## src/rtl/vend_dispenser_if.sv

```systemverilog
// vend_dispenser_if
//   Groups the vend-side and ejector-side signals of the dispenser.
//   master : the environment (coin FSM, technician panel, nickel ejector).
//   slave  : the dispenser controller.
//   Signals:
//     Open, Change     vend pulse and change-owed qualifier
//     Load             technician reload pulse
//     EjectAck         ejector acknowledge (4-phase)
//     DoorOut          product door solenoid
//     EjectReq         ejector request (4-phase)
//     Busy, Empty      status flags
//     Fault, Overrun   sticky error flags
//     Nickels          nickel inventory count
interface vend_dispenser_if #(
    parameter int unsigned CNT_W = 4
);
    logic             Open;
    logic             Change;
    logic             Load;
    logic             EjectAck;
    logic             DoorOut;
    logic             EjectReq;
    logic             Busy;
    logic             Empty;
    logic             Fault;
    logic             Overrun;
    logic [CNT_W-1:0] Nickels;

    modport master (
        output Open, Change, Load, EjectAck,
        input  DoorOut, EjectReq, Busy, Empty, Fault, Overrun, Nickels
    );

    modport slave (
        input  Open, Change, Load, EjectAck,
        output DoorOut, EjectReq, Busy, Empty, Fault, Overrun, Nickels
    );
endinterface

```

## src/rtl/vend_dispenser.sv

```systemverilog
// vend_dispenser
//   Output-side actuator controller for the vending machine. Turns the
//   single-cycle Open/Change vend pulse into a DOOR_CYCLES-long door
//   solenoid pulse, then (if change is owed and a nickel is in stock) runs a
//   4-phase request/acknowledge handshake with the nickel ejector. Tracks the
//   nickel inventory and raises sticky Fault / Overrun flags.
//   Ports:
//     Clock  : rising-edge clock
//     Reset  : asynchronous active-high reset
//     bus    : vend_dispenser_if.slave (Open, Change, Load, EjectAck in;
//              DoorOut, EjectReq, Busy, Empty, Fault, Overrun, Nickels out)
//   All outputs are decoded from registered state only.
module vend_dispenser #(
    parameter int unsigned DOOR_CYCLES = 4,
    parameter int unsigned NICKEL_MAX  = 15,
    parameter int unsigned CNT_W       = 4
) (
    input logic             Clock,
    input logic             Reset,
    vend_dispenser_if.slave bus
);

    localparam int unsigned DCW = $clog2(DOOR_CYCLES + 1);

    typedef enum logic [1:0] {
        IDLE,
        DOOR,
        EJECT,
        RELEASE
    } state_t;

    state_t           state,       state_nxt;
    logic [DCW-1:0]   door_cnt,    door_cnt_nxt;
    logic             change_owed, change_owed_nxt;
    logic [CNT_W-1:0] nickels,     nickels_nxt;
    logic             fault,       fault_nxt;
    logic             overrun,     overrun_nxt;

    always_ff @(posedge Clock or posedge Reset) begin
        if (Reset) begin
            state       <= IDLE;
            door_cnt    <= '0;
            change_owed <= 1'b0;
            nickels     <= '0;
            fault       <= 1'b0;
            overrun     <= 1'b0;
        end else begin
            state       <= state_nxt;
            door_cnt    <= door_cnt_nxt;
            change_owed <= change_owed_nxt;
            nickels     <= nickels_nxt;
            fault       <= fault_nxt;
            overrun     <= overrun_nxt;
        end
    end

    always_comb begin
        state_nxt       = state;
        door_cnt_nxt    = door_cnt;
        change_owed_nxt = change_owed;
        nickels_nxt     = nickels;
        fault_nxt       = fault;
        overrun_nxt     = overrun;

        case (state)
            IDLE: begin
                if (bus.Open) begin
                    change_owed_nxt = bus.Change;
                    door_cnt_nxt    = DCW'(DOOR_CYCLES);
                    state_nxt       = DOOR;
                end
            end
            DOOR: begin
                door_cnt_nxt = door_cnt - DCW'(1);
                // Counter value 1 marks the last cycle of the door pulse.
                if (door_cnt == DCW'(1)) begin
                    if (!change_owed) begin
                        state_nxt = IDLE;
                    end else if (nickels != '0) begin
                        state_nxt = EJECT;
                    end else begin
                        fault_nxt = 1'b1;
                        state_nxt = IDLE;
                    end
                end
            end
            EJECT: begin
                if (bus.EjectAck) begin
                    if (nickels != '0) begin
                        nickels_nxt = nickels - CNT_W'(1);
                    end
                    state_nxt = RELEASE;
                end
            end
            RELEASE: begin
                // Return-to-zero phase: ack must drop before the next request.
                if (!bus.EjectAck) begin
                    state_nxt = IDLE;
                end
            end
            default: begin
                state_nxt = IDLE;
            end
        endcase

        // A vend request outside IDLE is dropped and flagged.
        if (bus.Open && (state != IDLE)) begin
            overrun_nxt = 1'b1;
        end

        // Reload overrides any same-cycle decrement and clears Fault,
        // without touching the FSM or the handshake.
        if (bus.Load) begin
            nickels_nxt = CNT_W'(NICKEL_MAX);
            fault_nxt   = 1'b0;
        end
    end

    always_comb begin
        bus.DoorOut  = (state == DOOR);
        bus.EjectReq = (state == EJECT);
        bus.Busy     = (state != IDLE);
        bus.Empty    = (nickels == '0);
        bus.Fault    = fault;
        bus.Overrun  = overrun;
        bus.Nickels  = nickels;
    end

endmodule

```

## src/flat_wrapper.sv

```systemverilog
// flat-port wrapper written by rule: the top's interface ports become plain ports
module vend_dispenser_flat 
#(
    parameter int unsigned DOOR_CYCLES = 4,
    parameter int unsigned NICKEL_MAX  = 15,
    parameter int unsigned CNT_W       = 4
)
  (Clock, Reset, bus_Open, bus_Change, bus_Load, bus_EjectAck, bus_DoorOut, bus_EjectReq, bus_Busy, bus_Empty, bus_Fault, bus_Overrun, bus_Nickels);
  vend_dispenser_if #(.CNT_W(CNT_W)) bus_i ();
  input logic Clock;
  input logic Reset;
  input wire logic [$bits(bus_i.Open)-1:0] bus_Open;
  input wire logic [$bits(bus_i.Change)-1:0] bus_Change;
  input wire logic [$bits(bus_i.Load)-1:0] bus_Load;
  input wire logic [$bits(bus_i.EjectAck)-1:0] bus_EjectAck;
  output wire logic [$bits(bus_i.DoorOut)-1:0] bus_DoorOut;
  output wire logic [$bits(bus_i.EjectReq)-1:0] bus_EjectReq;
  output wire logic [$bits(bus_i.Busy)-1:0] bus_Busy;
  output wire logic [$bits(bus_i.Empty)-1:0] bus_Empty;
  output wire logic [$bits(bus_i.Fault)-1:0] bus_Fault;
  output wire logic [$bits(bus_i.Overrun)-1:0] bus_Overrun;
  output wire logic [$bits(bus_i.Nickels)-1:0] bus_Nickels;
  assign bus_i.Open = bus_Open;
  assign bus_i.Change = bus_Change;
  assign bus_i.Load = bus_Load;
  assign bus_i.EjectAck = bus_EjectAck;
  assign bus_DoorOut = bus_i.DoorOut;
  assign bus_EjectReq = bus_i.EjectReq;
  assign bus_Busy = bus_i.Busy;
  assign bus_Empty = bus_i.Empty;
  assign bus_Fault = bus_i.Fault;
  assign bus_Overrun = bus_i.Overrun;
  assign bus_Nickels = bus_i.Nickels;
  vend_dispenser #(.DOOR_CYCLES(DOOR_CYCLES), .NICKEL_MAX(NICKEL_MAX), .CNT_W(CNT_W)) u_core (.Clock(Clock), .Reset(Reset), .bus(bus_i));
endmodule
```

## config.mk

```make
export PLATFORM = sky130hd
export DESIGN_NAME = vend_dispenser_flat
export DESIGN_NICKNAME = d
export VERILOG_FILES = /design/src/rtl/vend_dispenser_if.sv /design/src/rtl/vend_dispenser.sv /design/src/flat_wrapper.sv
export SDC_FILE = /design/constraint.sdc
export NUM_CORES = 1
export LEC_CHECK = 0
export CORE_MARGIN = 2
export CORE_UTILIZATION = 45
export CTS_CLUSTER_DIAMETER = 50
export CTS_CLUSTER_SIZE = 20
export DETAILED_ROUTE_END_ITERATION = 12
export PLACE_DENSITY_LB_ADDON = 0.12
export SYNTH_ARGS = -nofsm -noshare
export SYNTH_HDL_FRONTEND = slang
export SYNTH_SLANG_ARGS = --single-unit
```

## constraint.sdc

```tcl
create_clock -name Clock -period 2.09 [get_ports Clock]
set_clock_uncertainty 0.2 [all_clocks]
set_input_delay 0.209 -clock Clock [delete_from_list [all_inputs] [get_ports Clock]]
set_output_delay 0.209 -clock Clock [all_outputs]
set_load 0.05 [all_outputs]
```

==> flow_summary_export.csv, run 1 <==
group,metric,value,unit
worst_setup_path,cp_top_family,"buffers and inverters",
drt,drtIter0Drc,4,
worst_setup_path,cp-start-kind,"flop",
synthesis,synthCells,62,
synthesis,netlist_top_cells_area,"dfrtp_1 (48%), o21ai_0 (7.3%), ha_1 (6.0%)",
sta,rsz0062_at_grt,"false",
drt,drc,0,
drt,route.vias.total,506,
synthesis,syn_area,621,µm²
cts,hold_buffers,0,
placed_design,pre_cts_ws,367,ps
pwr,cellLeakagePower,0.391,nW
floorplanning,coreArea,1300,µm²
sta,max_freq,501,MHz
worst_setup_path,crit_path_end,"bus_Nickels[2]",
cells_and_area,diodes,0,
grt,grt_pass1_wl,2030,µm
worst_setup_path,slowest_stage,"clkdlybuf4s50_1",
cts,cts_tree,"done",
sta,setup_tns,0,ps
pwr,power.internal,539,µW
synthesis,syn_nets,71,
worst_setup_path,startpoint,"u_core.bus.Nickels[2]$_DFFE_PP0P_",
cells_and_area,num-fill-cells,116,
grt,gr-total-overflow,0,
synthesis,synth_area_leader_cell,"dfrtp_1",
cells_and_area,drive_gt1_share,15.0,%
drt,drtAntennaViolNets,0,
worst_setup_path,critPathRequiredTime,1680,ps
sta,tightest_slew,506,ps
pwr,comb_power_share,39.1,%
cts,cts_root_buf,"clkbuf_4",
pwr,ir_drop,0.000838,V
floorplanning,ioPinCount,16,
worst_setup_path,cp.depth,1,
sta,hold_viol_final,0,
synthesis,ys_warn_count,0,
cts,cts_setup_buffers,0,
synthesis,synth.distinct_cells,23,
worst_setup_path,cp-end-kind,"primary output",
worst_setup_path,critical_path_buf_inv_count,1,
drt,wl_per_cell,13.0,µm
pwr,power.share.sequential,40.2,%
sta,period_needed,1990,ps
cts,clockBufferDepth,2,
worst_setup_path,crit_chain,"clkdlybuf4s50_1",
floorplanning,die_w,41.1,µm
outcome,status,"finished clean",
pwr,p_switching,341,µW
worst_setup_path,reg2regPathDepth,5,
sta,setup_ws,95.2,ps
floorplanning,chipHeight,41.1,µm
placed_design,dp_cells,91,
worst_setup_path,rr_endpoint,"u_core.bus.Nickels[3]$_DFFE_PP0P_",
drt,first_pass_iters,4,
flow_run,maxCapViolations,0,
placed_design,io_buffers,15,
sta,period_share,95.4,%
drt,routed_wl,1240,µm
worst_setup_path,cp_max_fo,5,
pwr,pwr-share-clk,20.6,%
floorplanning,die-area,1690,µm²
worst_setup_path,arrival,1590,ps
grt,grt_pass1_vias,478,
cells_and_area,finalInstanceArea,830,µm²
cts,insertion_delay,280,ps
worst_setup_path,critPathKind,"flop to primary output",
pwr,power_density,1060,nW/µm²
cts,cts_buffers,3,
worst_setup_path,max_stage_delay,840,ps
placed_design,dp.final_hpwl,943,µm
sta,slew_viol_final,0,
sta,slew-limit-headroom,66.2,%
min_path,hold_class,"primary input to async pin",
floorplanning,rows,13,
cells_and_area,nets,90,
grt,grt_start_max_net_pins,13,
grt,grtUsageTotal,19.1,%
synthesis,yosysSeqAreaShare,48.4,%
synthesis,ys_ff_latch,12,
drt,via_per_inst,5.33,
cts,post_cts_resized,0,
worst_setup_path,reg2reg_from,"u_core.bus.Nickels[0]$_DFFE_PP0P_",
placed_design,dpl-instance-area,793,µm²
cells_and_area,instances_no_fill,95,
synthesis,synth_top_area_share,48.4,%
floorplanning,initial_core_util,47.7,%
worst_setup_path,reg2reg_slack,380,ps
cts,numClockSinks,12,
cts,path_clk_slew,80,ps
synthesis,syn_avg_cell_area,10.0,µm²
sta,setup_viol,0,
cts,htreeDepth,1,
placed_design,place_congestion,0.764,
cells_and_area,syn_to_final_growth,33.7,%
pwr,swShare,38.8,%
grt,antenna_found_initial,0,
[registers in the layout, summed over array words and instances, names as in the netlist, named ones only]
name / cells
u_core.state: 1
u_core.bus.Fault: 1
u_core.change_owed: 1
u_core.bus.Nickels: 4
u_core.door_cnt: 3
u_core.bus.Overrun: 1
[cell usage in the layout (no fill, tap or decap), drive strengths merged]
cell / instances
dfrtp: 12
clkdlybuf4s50: 11
inv: 10
o21ai: 9
nor2: 4
clkbuf: 4
buf: 4
nand3: 3
ha: 3
nand2b: 2
nor2b: 2
a21o: 2
o311ai: 2
nand3b: 2
or3: 2
nor3b: 1
or4: 1
o22ai: 1
a211oi: 1
a2bb2oi: 1
nand2: 1
mux2: 1
a41oi: 1
[Yosys cell counts]
cell type  instances
or3_2              1
nand3_1            3
o21ai_0            9
nand3b_1           1
nand2b_1           2
o311ai_0           2
a21o_1             2
dfrtp_1           12
a211oi_1           1
nor2_1             4
nand2_1            1
a2bb2oi_1          1
or3_1              1
ha_1               3
nor3b_2            1
nor2b_1            2
nand3b_4           1
o22ai_1            1
mux2_2             1
or4_1              1
a41oi_1            1
inv_1             10
buf_2              1
[logic make-up (layout without fill, tap and decap cells)]
logic type                 Yosys count  after routing  share of synthesized area, %
adders and majority gates            3              3                          6.05
DFF                                 12             12                          48.4
buffers and inverters               11             29                          6.85
muxes                                1              1                          1.81
and+or+nand+nor                     18             18                          19.4
AOI/OAI and AO/OA                   17             17                          17.5
[cell type report]
cell class | count | area [µm²] | share of cell area [%]
Clock buffer | 4 | 36.3 | 4.37
Sequential cell | 12 | 300 | 36.2
Timing Repair Buffer | 15 | 153 | 18.4
Inverter | 10 | 37.5 | 4.52
Multi-Input combinational cell | 39 | 284 | 34.2
Tap cell | 15 | 18.8 | 2.26
[worst min path at each step]
stage                                         from                             end  slack [ps]  cells after the start
floorplan                                    Reset                       async pin        -130                      1
global placement    u_core.bus.Overrun$_DFFE_PP0P_  u_core.bus.Overrun$_DFFE_PP0P_         240                      1
detailed placement  u_core.bus.Overrun$_DFFE_PP0P_  u_core.bus.Overrun$_DFFE_PP0P_         270                      1
CTS                                          Reset                       async pin          40                      2
global route                                 Reset                       async pin          90                      2
finish                                       Reset                       async pin          30                      2
[per-layer routing]
layer / track usage (%) / up-vias / wire length [µm] / part of all wire, %
met5: 0 / - / 0 / 0
met2: 28.1 / 13 / 578 / 47
li1: - / 254 / - / -
met3: 10.3 / 2 / 87 / 7.0
met1: 24.3 / 237 / 567 / 46
met4: 4.84 / 0 / 6 / 0.48
[power by group through the flow]
stage / registers (mW) / logic [mW] / clock network, mW
after detailed placement: 0.357 / 0.347 / 0
after CTS: 0.353 / 0.349 / 0.188
after global placement: 0.355 / 0.339 / 0
after global routing: 0.364 / 0.385 / 0.196
final: 0.354 / 0.344 / 0.182
after floorplan: 0.334 / 0.278 / 0
[per-stage QoR]
| stage | utilization, % | hold slack (ps) | power [mW] |
|---|---|---|---|
| 6_report | 63.7 | 29.2 | 0.880 |
| 3_5_place_dp | 61.0 | 269 | 0.704 |
| 3_3_place_gp | 61.0 | 239 | 0.693 |
| 2_1_floorplan | - | -126 | 0.613 |
| 4_1_cts | 63.7 | 40.4 | 0.891 |
| 5_1_grt | 63.7 | 85.9 | 0.944 |
No activity file was read; power rests on OpenSTA's default activity.
==> run 2: changes to the inputs <==
--- a/config.mk
+++ b/config.mk
@@ -5,6 +5,7 @@
 export SDC_FILE = /design/constraint.sdc
 export NUM_CORES = 1
 export LEC_CHECK = 0
+export CAP_MARGIN = 15
 export CORE_MARGIN = 2
 export CORE_UTILIZATION = 45
 export CTS_CLUSTER_DIAMETER = 50
@@ -14,3 +15,4 @@
 export SYNTH_ARGS = -nofsm -noshare
 export SYNTH_HDL_FRONTEND = slang
 export SYNTH_SLANG_ARGS = --single-unit
+export TNS_END_PERCENT = 100
==> results of run 2 <==
No change in the layout: final DEF, timing and power equal those of run 1.
